File: config.mk
export PLATFORM = sky130hd
export DESIGN_NAME = grid_spawner
export DESIGN_NICKNAME = d
export VERILOG_FILES = /design/src/rtl/snake_pkg.sv /design/src/rtl/lfsr_gen.sv /design/src/rtl/grid_spawner.sv
export SDC_FILE = /design/constraint.sdc
export NUM_CORES = 1
export LEC_CHECK = 0
export CORE_UTILIZATION = 30
export DETAILED_ROUTE_END_ITERATION = 8
export PLACE_DENSITY_LB_ADDON = 0.05
export SLEW_MARGIN = 10
export SYNTH_ARGS = -nofsm -noshare
export SYNTH_HDL_FRONTEND = slang
export SYNTH_SLANG_ARGS = --single-unit
File: constraint.sdc
create_clock -name clk -period 5.99 [get_ports clk]
set_input_delay 1.198 -clock clk [delete_from_list [all_inputs] [get_ports clk]]
set_output_delay 1.198 -clock clk [all_outputs]
set_load 0.005 [all_outputs]
File: src/rtl/snake_pkg.sv
// Shared definitions for the snake game blocks.
//   state_t   : spawner FSM state encoding
//   LFSR_W    : width of the pseudo-random generator
//   LFSR_TAPS : Galois feedback mask for the generator
//   clog2()   : ceiling log2, never less than 1 so it can size a port
package snake_pkg;

    localparam int LFSR_W = 16;
    localparam logic [LFSR_W-1:0] LFSR_TAPS = 16'hB400;

    typedef enum logic [1:0] {
        ST_IDLE  = 2'd0,
        ST_DRAW  = 2'd1,
        ST_QUERY = 2'd2,
        ST_DONE  = 2'd3
    } state_t;

    function automatic int clog2(input int value);
        int result;
        result = 0;
        while ((1 << result) < value) begin
            result = result + 1;
        end
        if (result == 0) begin
            result = 1;
        end
        return result;
    endfunction

endpackage

File: src/rtl/lfsr_gen.sv
// Free-running Galois LFSR that advances on every clock edge.
//   clk   : clock
//   rst_n : asynchronous active-low reset, loads SEED (0 replaced by 1)
//   q     : current LFSR state
module lfsr_gen
    import snake_pkg::*;
#(
    parameter int               WIDTH = LFSR_W,
    parameter logic [WIDTH-1:0] TAPS  = LFSR_TAPS,
    parameter logic [WIDTH-1:0] SEED  = 16'hACE1
) (
    input  logic             clk,
    input  logic             rst_n,
    output logic [WIDTH-1:0] q
);

    // An all-zero state would lock the register, so a zero seed becomes 1.
    localparam logic [WIDTH-1:0] RST_VAL = (SEED == '0) ? WIDTH'(1) : SEED;

    always_ff @(posedge clk or negedge rst_n) begin
        if (!rst_n) begin
            q <= RST_VAL;
        end else if (q[0]) begin
            q <= (q >> 1) ^ TAPS;
        end else begin
            q <= q >> 1;
        end
    end

endmodule

File: src/rtl/grid_spawner.sv
// Picks a random free cell inside the playfield border for a new item.
// A candidate is drawn from the LFSR, rejected if it lies in the margin,
// otherwise checked against the snake body through the occupancy port.
// After MAX_TRIES rejections the request ends with a fail pulse.
//
// state    | meaning
// ---------+-------------------------------------------------------
// ST_IDLE  | waiting for req
// ST_DRAW  | sampling a candidate cell from the LFSR
// ST_QUERY | occ_req held, waiting for occ_ack from the body logic
// ST_DONE  | one-cycle valid or fail pulse, then back to idle
//
//   clk, rst_n          : clock, asynchronous active-low reset
//   req                 : single-cycle request for a new position
//   busy                : request in progress (through the result pulse)
//   occ_req/col/row     : occupancy query toward the body logic
//   occ_ack, occ_hit    : query answer, occ_hit qualified by occ_ack
//   valid, fail         : one-cycle result pulses
//   col, row, x, y      : last accepted cell and its pixel origin
module grid_spawner
    import snake_pkg::*;
#(
    parameter int          COLS      = 64,
    parameter int          ROWS      = 48,
    parameter int          CELL      = 10,
    parameter int          MARGIN    = 2,
    parameter int          MAX_TRIES = 16,
    parameter logic [15:0] SEED      = 16'hACE1,
    parameter int          X_W       = 10,
    parameter int          Y_W       = 9
) (
    input  logic                     clk,
    input  logic                     rst_n,
    input  logic                     req,
    output logic                     busy,
    output logic                     occ_req,
    output logic [clog2(COLS)-1:0]   occ_col,
    output logic [clog2(ROWS)-1:0]   occ_row,
    input  logic                     occ_ack,
    input  logic                     occ_hit,
    output logic                     valid,
    output logic                     fail,
    output logic [clog2(COLS)-1:0]   col,
    output logic [clog2(ROWS)-1:0]   row,
    output logic [X_W-1:0]           x,
    output logic [Y_W-1:0]           y
);

    localparam int CW = clog2(COLS);
    localparam int RW = clog2(ROWS);
    localparam int TW = clog2(MAX_TRIES + 1);

    localparam logic [CW-1:0]  C_LO     = CW'(MARGIN);
    localparam logic [CW-1:0]  C_HI     = CW'(COLS - 1 - MARGIN);
    localparam logic [RW-1:0]  R_LO     = RW'(MARGIN);
    localparam logic [RW-1:0]  R_HI     = RW'(ROWS - 1 - MARGIN);
    localparam logic [TW-1:0]  LAST_TRY = TW'(MAX_TRIES - 1);
    localparam logic [X_W-1:0] X_RST    = X_W'(MARGIN * CELL);
    localparam logic [Y_W-1:0] Y_RST    = Y_W'(MARGIN * CELL);
    localparam logic [X_W-1:0] CELL_X   = X_W'(CELL);
    localparam logic [Y_W-1:0] CELL_Y   = Y_W'(CELL);

    if ((COLS - 1) * CELL > (1 << X_W) - 1) begin : g_bad_x_w
        $error("grid_spawner: (COLS-1)*CELL does not fit in X_W bits");
    end
    if ((ROWS - 1) * CELL > (1 << Y_W) - 1) begin : g_bad_y_w
        $error("grid_spawner: (ROWS-1)*CELL does not fit in Y_W bits");
    end
    if (2 * MARGIN >= COLS || 2 * MARGIN >= ROWS) begin : g_bad_margin
        $error("grid_spawner: MARGIN leaves no usable cells");
    end
    if (CW + RW > LFSR_W) begin : g_bad_lfsr
        $error("grid_spawner: grid needs more random bits than the LFSR has");
    end
    if (MAX_TRIES < 1) begin : g_bad_tries
        $error("grid_spawner: MAX_TRIES must be at least 1");
    end

    logic [LFSR_W-1:0] lfsr;
    logic [CW-1:0]     cand_c;
    logic [RW-1:0]     cand_r;
    logic              cand_ok;
    logic [TW-1:0]     tries;
    logic              last_try;
    state_t            state;

    lfsr_gen #(
        .WIDTH (LFSR_W),
        .TAPS  (LFSR_TAPS),
        .SEED  (SEED)
    ) u_lfsr (
        .clk   (clk),
        .rst_n (rst_n),
        .q     (lfsr)
    );

    assign cand_c   = lfsr[CW-1:0];
    assign cand_r   = lfsr[CW+RW-1:CW];
    assign cand_ok  = (cand_c >= C_LO) && (cand_c <= C_HI) &&
                      (cand_r >= R_LO) && (cand_r <= R_HI);
    // The rejection being processed this cycle is the one that uses up the budget.
    assign last_try = (tries == LAST_TRY);

    always_ff @(posedge clk or negedge rst_n) begin
        if (!rst_n) begin
            state   <= ST_IDLE;
            tries   <= '0;
            busy    <= 1'b0;
            occ_req <= 1'b0;
            occ_col <= C_LO;
            occ_row <= R_LO;
            valid   <= 1'b0;
            fail    <= 1'b0;
            col     <= C_LO;
            row     <= R_LO;
            x       <= X_RST;
            y       <= Y_RST;
        end else begin
            valid <= 1'b0;
            fail  <= 1'b0;
            case (state)
                ST_IDLE: begin
                    if (req) begin
                        state <= ST_DRAW;
                        tries <= '0;
                        busy  <= 1'b1;
                    end
                end
                ST_DRAW: begin
                    if (cand_ok) begin
                        occ_col <= cand_c;
                        occ_row <= cand_r;
                        occ_req <= 1'b1;
                        state   <= ST_QUERY;
                    end else begin
                        tries <= tries + 1'b1;
                        if (last_try) begin
                            fail  <= 1'b1;
                            state <= ST_DONE;
                        end
                    end
                end
                ST_QUERY: begin
                    if (occ_ack) begin
                        occ_req <= 1'b0;
                        if (occ_hit) begin
                            tries <= tries + 1'b1;
                            if (last_try) begin
                                fail  <= 1'b1;
                                state <= ST_DONE;
                            end else begin
                                state <= ST_DRAW;
                            end
                        end else begin
                            col   <= occ_col;
                            row   <= occ_row;
                            x     <= X_W'(occ_col) * CELL_X;
                            y     <= Y_W'(occ_row) * CELL_Y;
                            valid <= 1'b1;
                            state <= ST_DONE;
                        end
                    end
                end
                ST_DONE: begin
                    busy  <= 1'b0;
                    state <= ST_IDLE;
                end
                default: begin
                    busy    <= 1'b0;
                    occ_req <= 1'b0;
                    state   <= ST_IDLE;
                end
            endcase
        end
    end

endmodule

==> results of run 1 <==
==> flip-flops by register name (all words and copies together) (netlist names) <==
signal and cells:
u_lfsr.q 16, x 7, col 6, occ_col 6, occ_row 6, row 6
y 6, tries 5, state 2, busy 1, fail 1, occ_req 1
valid 1
==> path summary, 6_finish.rpt <==
kind,endpoint,slack [ns],cells after the start
setup / recovery,row[4]$_DFFE_PN0P_,3.23,6
hold / removal,u_lfsr.q[11]$_DFF_PN1_,0.36,0
max in group asynchronous,occ_col[2]$_DFFE_PN0P_,4.42,2
setup reg to reg,tries[0]$_DFFE_PN0P_,3.49,5
hold reg to reg,u_lfsr.q[11]$_DFF_PN1_,0.36,0
min in group asynchronous,x[5]$_DFFE_PN0P_,1.02,2
==> per-stage QoR <==
stage | instance area (um^2) | total power [uW] | setup WS [ns] | hold slack [ns] | util
after floorplan | 2938 | 645.3 | 3.877 | 0.3330 | -
after global placement | 3517 | 717.1 | 2.862 | 0.3361 | 0.3753
after detailed placement | 3517 | 713.9 | 2.851 | 0.3481 | 0.3753
after CTS | 3737 | 1137 | 3.223 | 0.3662 | 0.3988
after global routing | 3737 | 1180 | 3.100 | 0.3682 | 0.3988
final | 3737 | 1119 | 3.229 | 0.3597 | 0.3988
==> placed cells by master (no fill, tap or decap), drive strengths merged, types with 3 or more instances in the layout <==
master	instances
nor4	3
nor2	5
o21ai	12
a21o	5
and3	3
clkdlybuf4s50	48
xor2	7
clkbuf	10
buf	3
mux2	13
ha	22
inv	7
clkinv	4
nand2	65
mux2i	3
dfrtp	50
a21oi	8
dfstp	14
==> layer usage <==
metal,vias to the layer above,track usage,routed length [um]
met1,952,0.1657,2941
met3,10,0.04230,270
met2,48,0.2002,2773
li1,974,-,-
met4,0,0.05909,114
met5,-,0,0
==> cell families after synthesis <==
kind of cell | count (synthesis) | share of synthesized area
buffers and inverters | 20 | 0.03838
AND/OR/NAND/NOR | 89 | 0.1326
XOR/XNOR | 9 | 0.02687
adder cells (fa/ha/maj) | 24 | 0.1075
other | 1 | 0.001278
multiplexers | 16 | 0.06141
AO/OA/AOI/OAI | 36 | 0.08018
flip-flops | 64 | 0.5518
==> where the power goes <==
part           internal, uW  leakage (uW)  total, uW  switching [uW]
Sequential              455      0.000830        475            20.8
Clock                   243      0.000112        414             171
Combinational          96.0      0.000921        229             133
==> critical path, stage by stage <==
cell,delay [ns]
sky130_fd_sc_hd__clkdlybuf4s50_1,0.49
sky130_fd_sc_hd__nand3b_1,0.12
sky130_fd_sc_hd__buf_4,0.33
sky130_fd_sc_hd__clkinv_1,0.54
sky130_fd_sc_hd__nand2_1,0.23
sky130_fd_sc_hd__nand2_1,0.07
==> cell type report <==
| type | instances | area (um^2) | area share |
|---|---|---|---|
| multi-input combinational | 176 | 1206 | 0.3227 |
| tap | 129 | 161.4 | 0.04319 |
| inverter | 8 | 30.03 | 0.008035 |
| clock inverter | 6 | 82.58 | 0.02210 |
| clock buffer | 10 | 137.6 | 0.03683 |
| sequential | 64 | 1619 | 0.4332 |
| timing repair buffer | 51 | 500.5 | 0.1339 |
==> implementation parameters, run 1 <==
Parameter                              Value

STA
  Minimum clock period ... 2.761 ns
  Worst-margin pin slew ... 0.8232 ns
  Worst relative slew slack ... 0.4512
  Hold Violations, Final ... 0
  Timing-limited maximum frequency ... 0.3622 GHz
  Sum of negative setup slack ... 0 ns
  Unrepaired setup endpoints after global routing ... no
  Max-slew violation count ... 0
  Final period utilization ... 0.4609
  Layout Skew ... 0.004836 ns
  Setup violators final ... 0

Setup path
  Arrival time reported for the critical path endpoint ... 2.99 ns
  Type of the setup path with the least slack ... primary input to flop
  Worst Path Max Fanout ... 33
  Startpoint of the worst setup timing path ... occ_hit
  R2R Path Start ... u_lfsr.q[8]$_DFF_PN0_
  Capturing element type of the critical path ... flop
  Launching element type of the critical path ... primary input
  Worst path required time ... 6.22 ns

Global route
  Pin count of the biggest net entering global routing ... 65
  Congestion Overflow GR ... 0
  Number of antenna violations at the first check in global routing ... 0
  Overall fraction of global-route tracks in use ... 0.1299
  Wire length of the first global-routing pass ... 9.846 mm
  Via count of the first global-routing pass ... 1,974

Floorplanning
  Horiz. Die Dim ... 100.9 um
  IO Pins ... 52
  Die Span Y ... 100.9 um
  Placeable core region ... 9371 um^2
  Die ar. ... 10,180 um^2
  Site Rows ... 35
  Initial standard-cell utilization of the core ... 0.3131

Routing
  Final routed wire length divided by cell count ... 13.74 um
  DRT iter0 DRCs ... 73
  Total Routed Length ... 6.099 mm
  Via count ... 1,984
  Via-per-instance ratio ... 4.468
  First-pass detailed-route iteration total ... 4
  Final ANT Viol Nets ... 0
  Remaining routing DRC violations ... 0

Clocking
  Clock transition at the register clock pins on the worst setup and hold paths after CTS ... 0.07 ns
  Clock network latency to the later pin of the worst-skew pair ... 0.34 ns
  Maximum clock path buffer count ... 2
  Clock Root Buffer ... sky130_fd_sc_hd__clkbuf_8
  H-Tree Depth ... 3
  Count of instances resized after the clock tree is built ... 0
  Clock net sink count ... 64
  Clock tree from TritonCTS ... yes
  Hold-fix buffers at CTS ... 0
  Setup Buffers After CTS ... 0
  TritonCTS buffer count ... 9

Logic synthesis
  Cell Area, Synth ... 2934 um^2
  Unique cell type count in the Yosys netlist ... 41
  Most repeated cell in the gate-level netlist after synthesis ... sky130_fd_sc_hd__nand2_1
  Number of instances in the synthesized netlist ... 259
  Leading post-synthesis cells by instance count ... sky130_fd_sc_hd__nand2_1 (64), sky130_fd_sc_hd__dfrtp_1 (50), sky130_fd_sc_hd__ha_1 (22), sky130_fd_sc_hd__dfstp_2 (14)
  Sequential share of the synthesized area ... 0.5518
  Top area cells in the synthesized netlist ... sky130_fd_sc_hd__dfrtp_1 (43%), sky130_fd_sc_hd__dfstp_2 (13%), sky130_fd_sc_hd__ha_1 (9.4%), sky130_fd_sc_hd__nand2_1 (8.2%), sky130_fd_sc_hd__mux2_2 (4.6%)
  Share of the synthesized area in the top cell type ... 0.4264
  Async set-reset flop share out of synthesis ... 1.000
  Most common flop cell mapped by yosys ... sky130_fd_sc_hd__dfrtp_1
  Synthesized area per cell ... 11.33 um^2
  Count of yosys warnings during synthesis ... 0
  Count of flip-flops with a built-in enable after synthesis ... 0
  Synthesized flop and latch total ... 64
  Largest area contributor in the synthesized netlist ... sky130_fd_sc_hd__dfrtp_1

Placement
  Placed cell count ... 428
  RD Place Congestion ... 0.7654
  Number of buffers added on ports ... 49
  Detailed placer's ending HPWL ... 4.106 mm

Finish
  Layout cell share with drive strength beyond 1 ... 0.1556
  Net count, final ... 339
  Cell Count, Final, Fillers Out ... 444
  Antenna cell count ... 0
  FILL cells ... 979
  Area growth, synth to finish ... 27.38%

Power and ir drop
  Power per unit of standard cell area ... 299.3 nW/um^2
  Leakage dissipation ... 0.001863 uW
  Maximum vdd ir drop ... 0.1943 mV

Min path
  HP Start ... u_lfsr.q[12]$_DFF_PN0_
  Hold/Removal Path Class ... flop to flop

Outcome
  Status ... complete, no violations

Flow run
  Number of max-cap violations ... 0
Power figures use the tool's default switching activity.
==> inputs of run 2 (changes only) <==
==> constraint.sdc (replaced) <==
create_clock -name clk -period 2.53 [get_ports clk]
set_input_delay 0.506 -clock clk [delete_from_list [all_inputs] [get_ports clk]]
set_output_delay 0.506 -clock clk [all_outputs]
set_load 0.005 [all_outputs]
==> run 2 against run 1 <==
Die area is the same. Utilization is 0.47 points higher. Final area is 1.2% higher. Hold slack worse by 0.29 ns. Worst setup slack lost 2.8 ns. Sequential cell count is the same. Routed wire length is 0.33% lower. Critical path type is now flop to flop. Global-route usage rose by 0.27 points. Largest cell class unchanged. Power rose by 130%. Clock-buffer cell count rose by 1.
==> implementation parameters, run 2 (same netlist as run 1, synthesis figures left out) <==
Parameter                              Value

Finish
  Flip-flop count of the largest register after layout ... 16 (unchanged)
  Antenna cell count ... 0 (unchanged)
  Registers with the most flip-flops ... u_lfsr.q (16), x (7)
  Reg with most FFs ... u_lfsr.q
  Cell Count, Final, Fillers Out ... 448 (+0.90%)
  Area growth, synth to finish ... 28.87%
  Layout cell share with drive strength beyond 1 ... 0.1661 (+0.01059)
  Net count, final ... 345 (+1.8%)
  Commonest cells after routing, fill and taps aside ... sky130_fd_sc_hd__nand2_1 (64), sky130_fd_sc_hd__dfrtp_1 (50), sky130_fd_sc_hd__clkdlybuf4s50_1 (48)
  Most common library cell in the layout ignoring fill and taps ... sky130_fd_sc_hd__nand2_1

Power and ir drop
  Leakage dissipation ... 0.001889 uW (+1.4%)
  Maximum vdd ir drop ... 0.3777 mV (+94%)
  Power per unit of standard cell area ... 677.2 nW/um^2 (+130%)

Setup path
  Cell count along the critical path ... 7 (+1)
  Most common cell on crit path ... sky130_fd_sc_hd__ha_1
  Buffers plus inverters on the worst setup path ... 0 (-3)
  Launching element type of the critical path ... flop
  Worst Path Max Fanout ... 4 (-88%)
  Path depth of the worst reg2reg path ... 7 (+2)
  RR Endpoint ... x[8]$_DFFE_PN0P_
  Capturing element type of the critical path ... flop
  Cell at the slowest stage of the critical path ... sky130_fd_sc_hd__dfstp_2
  Kind of cell adding the most delay to the critical path ... adder cells
  Arrival time reported for the critical path endpoint ... 2.34 ns (-0.65 ns)
  Worst path required time ... 2.74 ns (-3.48 ns)
  End point of the critical path ... x[8]$_DFFE_PN0P_
  Critical Path, Cell by Cell ... ha_1 > ha_1 > fa_1 > a21o_1 > a21oi_1 > xor2_1 > o21ai_0
  Startpoint of the worst setup timing path ... occ_col[1]$_DFFE_PN1P_
  Setup slack on the worst flop-to-flop path ... 0.40 ns (-3.09 ns)
  Delay of the slowest cell on the worst path ... 0.55 ns (about the same)
  Type of the setup path with the least slack ... flop to flop
  R2R Path Start ... occ_col[1]$_DFFE_PN1P_

Clocking
  Hold-fix buffers at CTS ... 0 (unchanged)
  Clock Root Buffer ... sky130_fd_sc_hd__clkbuf_8
  Clock tree from TritonCTS ... yes
  TritonCTS buffer count ... 9 (unchanged)
  Clock network latency to the later pin of the worst-skew pair ... 0.33 ns (about the same)
  Count of instances resized after the clock tree is built ... 0 (unchanged)
  H-Tree Depth ... 3 (unchanged)
  Clock transition at the register clock pins on the worst setup and hold paths after CTS ... 0.07 ns (about the same)
  Maximum clock path buffer count ... 2 (unchanged)
  Setup Buffers After CTS ... 0 (unchanged)
  Clock net sink count ... 64 (unchanged)

Routing
  DRT iter0 DRCs ... 63 (-14%)
  Total Routed Length ... 6.079 mm (-0.33%)
  First-pass detailed-route iteration total ... 4 (unchanged)
  Via count ... 1,989 (+0.25%)
  Final routed wire length divided by cell count ... 13.57 um (-1.2%)
  Final ANT Viol Nets ... 0 (unchanged)
  Remaining routing DRC violations ... 0 (unchanged)
  Via-per-instance ratio ... 4.440 (-0.64%)

Floorplanning
  Initial standard-cell utilization of the core ... 0.3131 (unchanged)
  IO Pins ... 52 (unchanged)
  Die Span Y ... 100.9 um (unchanged)
  Site Rows ... 35 (unchanged)
  Die ar. ... 10,180 um^2 (unchanged)
  Placeable core region ... 9371 um^2 (unchanged)
  Horiz. Die Dim ... 100.9 um (unchanged)

STA
  Layout Skew ... 0.006848 ns (+0.002011 ns)
  Setup violators final ... 0 (unchanged)
  Post-layout worst setup margin ... 0.3961 ns (-2.833 ns)
  Max-slew violation count ... 0 (unchanged)
  Minimum clock period ... 2.134 ns
  Hold Violations, Final ... 0 (unchanged)
  Final period utilization ... 0.8435
  Sum of negative setup slack ... 0 ns (unchanged)
  Unrepaired setup endpoints after global routing ... no
  Timing-limited maximum frequency ... 0.4686 GHz

Global route
  Number of antenna violations at the first check in global routing ... 0 (unchanged)
  Global-route track usage on met1 ... 0.1730 (+0.007259)
  Pin count of the biggest net entering global routing ... 28 (-57%)
  Via count of the first global-routing pass ... 1,978 (+0.20%)
  Met3 track demand over resource ... 0.02635 (-0.01595)
  Overall fraction of global-route tracks in use ... 0.1326 (+0.002710)
  Congestion Overflow GR ... 0 (unchanged)
  Wire length of the first global-routing pass ... 10.09 mm (+2.4%)
  Routing layer with the top usage in global route ... met2
  Global-route track usage on met2 ... 0.2092 (+0.008957)

Placement
  Detailed placer's ending HPWL ... 4.375 mm (+6.6%)
  RD Place Congestion ... 0.8302 (+8.5%)
  Number of buffers added on ports ... 49 (unchanged)
  Minimum setup slack after placement ... 0.3880 ns (-2.463 ns)
  Placed cell count ... 434 (+1.4%)

Min path
  Hold/Removal Path Class ... primary input to async pin

Outcome
  Status ... complete, no violations

Flow run
  Number of max-cap violations ... 0 (unchanged)
## run 2: changes by cell type in the layout (fill, tap and decap cells not counted)
cell                        delta
sky130_fd_sc_hd__clkbuf_8      +1
sky130_fd_sc_hd__buf_4         +4
sky130_fd_sc_hd__clkinv_2      -2
sky130_fd_sc_hd__buf_12        +2
sky130_fd_sc_hd__bufinv_16     -1
## run 2: cell type report
type	count	area, um^2
Tap cell	129	161.4
Clock inverter	3	42.54
Clock buffer	11	151.4
Timing Repair Buffer	57	570.5
Inverter	8	30.03
Sequential cell	64	1619
Fill cell	974	5590
Multi-Input combinational cell	176	1206
## run 2: worst min path at each step
stage | start | to | slack (ns)
after global routing | rst_n | y[7]$_DFFE_PN0P_ | 0.08
after CTS | rst_n | y[7]$_DFFE_PN0P_ | 0.06
final | rst_n | y[7]$_DFFE_PN0P_ | 0.07
after global placement | u_lfsr.q[12]$_DFF_PN0_ | u_lfsr.q[11]$_DFF_PN1_ | 0.34
after detailed placement | u_lfsr.q[12]$_DFF_PN0_ | u_lfsr.q[11]$_DFF_PN1_ | 0.34
after floorplan | rst_n | busy$_DFFE_PN0P_ | 0.21
## run 2: worst register-to-register path, cell delays in order (launching register included)
cell,delay [ns]
sky130_fd_sc_hd__dfstp_2,0.55
sky130_fd_sc_hd__ha_1,0.23
sky130_fd_sc_hd__ha_1,0.23
sky130_fd_sc_hd__fa_1,0.41
sky130_fd_sc_hd__a21o_1,0.20
sky130_fd_sc_hd__a21oi_1,0.16
sky130_fd_sc_hd__xor2_1,0.15
sky130_fd_sc_hd__o21ai_0,0.08
## run 2: metal layers
layer	vias up	share of wire
met5	-	0
met4	0	0.016
met3	8	0.034
met2	43	0.45
met1	953	0.50
li1	985	-
## run 2: power by group
part           switching [uW]  leakage [uW]  total (uW)  internal (uW)
sequential               49.4      0.000830        1130           1080
clock                     375     0.0000973         871            496
combinational             321      0.000961         563            243
total                     745       0.00189        2560           1820
## run 2: stage by stage
| step | utilization | instance area [um^2] | hold slack, ns | power (uW) |
|---|---|---|---|---|
| 6_report | 0.4035 | 3781 | 0.07087 | 2561 |
| 5_1_grt | 0.4035 | 3781 | 0.07663 | 2714 |
| 4_1_cts | 0.4035 | 3781 | 0.06348 | 2606 |
| 3_5_place_dp | 0.3828 | 3587 | 0.3439 | 1710 |
| 3_3_place_gp | 0.3828 | 3587 | 0.3417 | 1710 |
| 2_1_floorplan | - | 2938 | 0.2104 | 1528 |
